==> src/rtl/arq_pkg.sv <==
// Shared types and constants for the stop-and-wait ARQ transmitter.
// Holds the FSM state encoding, response polarity and the occupancy-width helper.
package arq_pkg;

    typedef enum logic [1:0] {
        IDLE   = 2'd0,
        SEND   = 2'd1,
        WAIT   = 2'd2,
        DECIDE = 2'd3
    } arq_state_e;

    localparam logic RSP_NACK = 1'b0;
    localparam logic RSP_ACK  = 1'b1;

    // Bits needed to hold the values 0..n inclusive.
    function automatic int cnt_w(input int n);
        return $clog2(n + 1);
    endfunction

endpackage

==> src/rtl/arq_fifo.sv <==
// Frame buffer for the ARQ transmitter: circular storage with occupancy,
// full flag and a sticky overflow flag. The head entry is read combinationally.
module arq_fifo
    import arq_pkg::*;
#(
    parameter int DATA_W = 8,
    parameter int DEPTH  = 8
) (
    input  logic                      clk,
    input  logic                      rst,
    input  logic                      push,
    input  logic                      pop,
    input  logic [DATA_W-1:0]         wr_data,
    output logic [DATA_W-1:0]         head_data,
    output logic                      full,
    output logic [cnt_w(DEPTH)-1:0]   count,
    output logic                      overflow
);

    localparam int PTR_W = $clog2(DEPTH);
    localparam int CNT_W = cnt_w(DEPTH);

    logic [DATA_W-1:0] mem_q [DEPTH];
    logic [PTR_W-1:0]  wr_ptr_q;
    logic [PTR_W-1:0]  rd_ptr_q;
    logic [CNT_W-1:0]  count_q;
    logic              overflow_q;
    logic              accept;
    logic              do_pop;

    assign full   = (count_q == CNT_W'(DEPTH));
    // A pop frees a slot in the same cycle, so a full FIFO can still take a write.
    assign accept = push && (!full || pop);
    assign do_pop = pop && (count_q != '0);

    always_ff @(posedge clk or posedge rst) begin
        if (rst) begin
            for (int i = 0; i < DEPTH; i++) mem_q[i] <= '0;
            wr_ptr_q   <= '0;
            rd_ptr_q   <= '0;
            count_q    <= '0;
            overflow_q <= 1'b0;
        end else begin
            if (accept) begin
                mem_q[wr_ptr_q] <= wr_data;
                wr_ptr_q        <= wr_ptr_q + PTR_W'(1);
            end
            if (do_pop) rd_ptr_q <= rd_ptr_q + PTR_W'(1);
            case ({accept, do_pop})
                2'b10:   count_q <= count_q + CNT_W'(1);
                2'b01:   count_q <= count_q - CNT_W'(1);
                default: count_q <= count_q;
            endcase
            if (push && full && !pop) overflow_q <= 1'b1;
        end
    end

    assign head_data = mem_q[rd_ptr_q];
    assign count     = count_q;
    assign overflow  = overflow_q;

endmodule

==> src/rtl/arq_tx_engine.sv <==
// Stop-and-wait ARQ transmitter: sends the FIFO head frame, waits for a matching
// ack, retransmits on nack/timeout and drops the frame after MAX_RETRY retries.
module arq_tx_engine
    import arq_pkg::*;
#(
    parameter int DATA_W    = 8,
    parameter int DEPTH     = 8,
    parameter int SEQ_W     = 2,
    parameter int MAX_RETRY = 3,
    parameter int TIMEOUT   = 16
) (
    input  logic                          clk,
    input  logic                          rst,
    input  logic                          wr_en,
    input  logic [DATA_W-1:0]             wr_data,
    output logic                          full,
    output logic [cnt_w(DEPTH)-1:0]       count,
    output logic                          overflow,
    output logic                          tx_valid,
    output logic [DATA_W-1:0]             tx_data,
    output logic [SEQ_W-1:0]              tx_seq,
    input  logic                          tx_ready,
    input  logic                          rsp_valid,
    input  logic                          rsp_ack,
    input  logic [SEQ_W-1:0]              rsp_seq,
    output logic                          done,
    output logic                          fail,
    output logic [cnt_w(MAX_RETRY)-1:0]   retry_cnt,
    output logic                          busy,
    output arq_state_e                    state_o
);

    localparam int TMR_W = (TIMEOUT > 1) ? $clog2(TIMEOUT) : 1;
    localparam int RTY_W = cnt_w(MAX_RETRY);

    arq_state_e        state_q, state_d;
    logic [TMR_W-1:0]  timer_q, timer_d;
    logic [SEQ_W-1:0]  seq_q, seq_d;
    logic [RTY_W-1:0]  retry_q, retry_d;
    logic              done_q, done_d;
    logic              fail_q, fail_d;
    logic              pop;
    logic              rsp_match;

    arq_fifo #(
        .DATA_W (DATA_W),
        .DEPTH  (DEPTH)
    ) u_fifo (
        .clk       (clk),
        .rst       (rst),
        .push      (wr_en),
        .pop       (pop),
        .wr_data   (wr_data),
        .head_data (tx_data),
        .full      (full),
        .count     (count),
        .overflow  (overflow)
    );

    // Link handshake: a frame transfers on a cycle where tx_valid && tx_ready;
    // tx_valid is held with data/seq stable until that cycle, then drops.
    // Responses with a sequence number other than the head's are stale.
    assign rsp_match = rsp_valid && (rsp_seq == seq_q);

    always_ff @(posedge clk or posedge rst) begin
        if (rst) begin
            state_q <= IDLE;
            timer_q <= '0;
            seq_q   <= '0;
            retry_q <= '0;
            done_q  <= 1'b0;
            fail_q  <= 1'b0;
        end else begin
            state_q <= state_d;
            timer_q <= timer_d;
            seq_q   <= seq_d;
            retry_q <= retry_d;
            done_q  <= done_d;
            fail_q  <= fail_d;
        end
    end

    always_comb begin
        state_d = state_q;
        timer_d = timer_q;
        seq_d   = seq_q;
        retry_d = retry_q;
        done_d  = 1'b0;
        fail_d  = 1'b0;
        pop     = 1'b0;
        case (state_q)
            IDLE: begin
                if (count != '0) state_d = SEND;
            end
            SEND: begin
                if (tx_ready) begin
                    state_d = WAIT;
                    timer_d = '0;
                end
            end
            WAIT: begin
                timer_d = timer_q + TMR_W'(1);
                // A matching response on the timeout cycle takes priority.
                if (rsp_match) begin
                    if (rsp_ack == RSP_ACK) begin
                        pop     = 1'b1;
                        done_d  = 1'b1;
                        seq_d   = seq_q + SEQ_W'(1);
                        retry_d = '0;
                        state_d = IDLE;
                    end else begin
                        state_d = DECIDE;
                    end
                end else if (timer_q == TMR_W'(TIMEOUT - 1)) begin
                    state_d = DECIDE;
                end
            end
            DECIDE: begin
                if (retry_q == RTY_W'(MAX_RETRY)) begin
                    pop     = 1'b1;
                    fail_d  = 1'b1;
                    seq_d   = seq_q + SEQ_W'(1);
                    retry_d = '0;
                    state_d = IDLE;
                end else begin
                    retry_d = retry_q + RTY_W'(1);
                    state_d = SEND;
                end
            end
            default: state_d = IDLE;
        endcase
    end

    assign tx_valid  = (state_q == SEND);
    assign tx_seq    = seq_q;
    assign done      = done_q;
    assign fail      = fail_q;
    assign retry_cnt = retry_q;
    assign busy      = (state_q != IDLE);
    assign state_o   = state_q;

endmodule

==> config.mk <==
export PLATFORM = sky130hd
export DESIGN_NAME = arq_tx_engine
export DESIGN_NICKNAME = d
export VERILOG_FILES = /design/src/rtl/arq_pkg.sv /design/src/rtl/arq_fifo.sv /design/src/rtl/arq_tx_engine.sv
export SDC_FILE = /design/constraint.sdc
export NUM_CORES = 1
export LEC_CHECK = 0
export CORE_MARGIN = 5
export CORE_UTILIZATION = 60
export CTS_CLUSTER_SIZE = 10
export DETAILED_ROUTE_END_ITERATION = 16
export GPL_ROUTABILITY_DRIVEN = 0
export GPL_TIMING_DRIVEN = 0
export PLACE_DENSITY = 0.87
export SYNTH_ARGS = -nofsm -noshare
export SYNTH_HDL_FRONTEND = slang
export SYNTH_SLANG_ARGS = --single-unit
==> constraint.sdc <==
create_clock -name clk -period 6.22 [get_ports clk]
set_input_delay 1.244 -clock clk [delete_from_list [all_inputs] [get_ports clk]]
set_output_delay 1.244 -clock clk [all_outputs]
set_load 0.01 [all_outputs]
==> results.yml <==
pwr:
  p_per_area_nw_per_um2: 544
  vdd_drop_max_uv: 413
  net-switching-power_mw: 0.858
  p_leak_nw: 2.05
  power_frac_comb_pct: 44.9
  swShare_pct: 31.9
  p_clk_share_pct: 17.6
  intPower_mw: 1.84
  seqPwrFrac_pct: 37.5
synthesis:
  ys_types: 44
  netlist_top_cells_count: "87 x dfrtp_1, 76 x mux2_2, 16 x mux4_2"
  synth_ff_type: "dfrtp_1"
  yosysWarnings: 0
  synth_edf_count: 0
  synthTopCellsByArea: "dfrtp_1 52%, mux2_2 21%, mux4_2 8.6%, ha_1 2.1%, xnor2_1 1.7%"
  syn_inst: 286
  synth_top_area_cell: "dfrtp_1"
  synth_most_common_cell: "dfrtp_1"
  async_flop_share_pct: 100
  synth_area_um2: 4170
  yosysSeqAreaShare_pct: 52.2
  syn_avg_cell_area_um2: 14.6
  synth-seq-cells: 87
  mappedNetlistNets: 309
  synth_top_area_share_pct: 52.2
floorplanning:
  die_height_um: 93.4
  initial_utilization_pct: 61.4
  num_rows: 30
  ios: 40
  coreArea_um2: 6790
  die_w_um: 93.4
  design.die.area_um2: 8720
sta:
  min_period_ns: 4.27
  rsz0062_at_grt: "false"
  max_freq_mhz: 234
  hold_violations: 0
  tightestPinTransition_ns: 0.735
  skew_ns: 0.00516
  setup_tns_ns: 0
  slew_violations: 0
  setup_viol: 0
  min_period_over_period_pct: 68.6
  slew_headroom_pct: 51.0
hold_path:
  holdCritPathClass: "reg -> reg"
clocking:
  h-tree-depth: 3
  numCtsBuffers: 9
  post_cts_buffers: 0
  ctsHoldBuffers: 0
  clkTransAtPathRegs_ns: 0.08
  cts_resized: 0
  clk_path_buf_depth: 2
  root_buffer: "clkbuf_8"
  clock_sinks: 87
  cts_tree: "built"
  clk_latency_ns: 0.35
final_layout:
  fillerInstances: 422
  areaGrowthSynthToFinish_pct: 18.6
  drive_above_1_share_pct: 37.5
  diodes: 0
  final_cell_count_no_fill: 437
  layout.nets: 359
detailed_routing:
  drt_iter0_drc: 148
  wl_per_cell_um: 18.9
  dr.pass1.iters: 4
  ant_nets: 0
  via_per_inst: 5.93
  vias: 2590
  wl_um: 8270
  drcViolationCount: 0
setup_path:
  cp.arrival_ns: 3.02
  crit_type: "reg -> out"
  cp_slowest_cell: "clkbuf_1"
  crit_path_start_kind: "flop"
  crit_top_cell: "clkbuf_1"
  regToRegSetupSlack_ns: 3.54
  worstPathRequired_ns: 4.98
  cp-end-kind: "output pin"
  critical_path.cell_chain: "clkbuf_1, clkbuf_1, mux4_2, mux2_2, clkdlybuf4s50_1"
  worst-path-max-fanout: 10
  worst_path_largest_cell_delay_ns: 0.63
grt:
  antenna_found_initial: 0
  grt_max_degree: 62
  gr-total-overflow: 0
  track_usage_pct: 20.9
  grt_pass1_wl_um: 13600
  grt_pass1_vias: 2590
flow_run:
  cap_viol_max_count: 0
placed_design:
  port_buffers: 38
  dp.final_hpwl_um: 5290
  dp_cells: 421
run_status:
  outcome: "completed"
## registers in the layout, summed over array words and instances (netlist names)
register,flops
done,1
fail,1
retry_cnt,2
state_o,2
timer_q,4
tx_seq,2
u_fifo.count,4
u_fifo.mem_q,64
u_fifo.overflow,1
u_fifo.rd_ptr_q,3
u_fifo.wr_ptr_q,3
## metal layers
layer	part of all wire (%)	GRT usage, %
met5	0	0
met1	44	28.3
met4	1.3	6.96
met2	51	33.7
met3	4.1	4.42
## per-stage QoR
step | power (mW) | hold WS [ns] | area, um^2 | setup slack, ns | util, %
2_1_floorplan | 1.81 | 0.457 | 4170 | 2.73 | -
3_3_place_gp | 2.17 | 0.476 | 4670 | 1.47 | 68.7
3_5_place_dp | 2.22 | 0.476 | 4700 | 2.31 | 69.2
4_1_cts | 2.71 | 0.494 | 4950 | 1.98 | 72.8
5_1_grt | 2.86 | 0.516 | 4950 | 1.86 | 72.8
6_report | 2.69 | 0.501 | 4950 | 1.95 | 72.8
## worst paths after layout
check,from,end,cells after the start
worst min register to register,u_fifo.overflow,u_fifo.overflow,1
max in group asynchronous,rst,u_fifo.mem_q[39],3
min in group asynchronous,rst,u_fifo.mem_q[24],2
worst min-delay path,u_fifo.overflow,u_fifo.overflow,1
worst max register to register,retry_cnt[0],u_fifo.count[2],12
worst max-delay path,u_fifo.rd_ptr_q[1],tx_data[5],5
## cells by family (layout without fill, tap and decap cells)
logic type                 Yosys count  count (layout)  share of synthesized area, %
buffers and inverters               14              69                          1.62
and+or+nand+nor                     40              40                          5.43
AOI/OAI and AO/OA                   33              33                          6.75
adders and majority gates            7               7                          2.10
muxes                               92              92                          29.2
xor gates and xnor gates            13              13                          2.73
DFF                                 87              87                          52.2
## power groups by stage
stage	Combinational, mW	Clock (mW)	Sequential [mW]
6_report	1.21	0.474	1.01
5_1_grt	1.31	0.506	1.04
4_1_cts	1.22	0.481	1.01
3_5_place_dp	1.21	0	1.02
3_3_place_gp	1.17	0	0.996
2_1_floorplan	0.825	0	0.986
## layout make-up
type                    instances  area [um^2]  area share, %
well taps                      96          120           2.43
flip-flops and latches         87         2180           44.0
clock buffers                  11          141           2.86
clock inverters                 5          105           2.12
repair buffers                 39          408           8.24
plain buffers                  11         56.3           1.14
multi-input cells             185         1930           38.9
inverters                       3         13.8          0.278
## critical path, delay by kind of cell, from the launching register on
| kind | cells | cell delay (ns) |
|---|---|---|
| buffers and inverters | 3 | 1.59 |
| muxes | 2 | 0.71 |
| DFF | 1 | 0.36 |
## cell usage in the layout (no fill, tap or decap), drive strengths merged, types with 3 or more instances in the layout
cell           netlist  routed
dfrtp               87      87
and3                 4       4
xor2                 5       5
xnor2                8       8
mux4                16      16
bufinv               0       3
buf                  8       9
nand2                9       9
clkdlybuf4s50        0      38
nand2b               4       4
a21oi               11      11
nor2                 8       8
clkbuf               3      14
ha                   7       7
mux2                76      76
o21ai                7       7
nand4b               3       3
(Power assumes the default switching activity.)
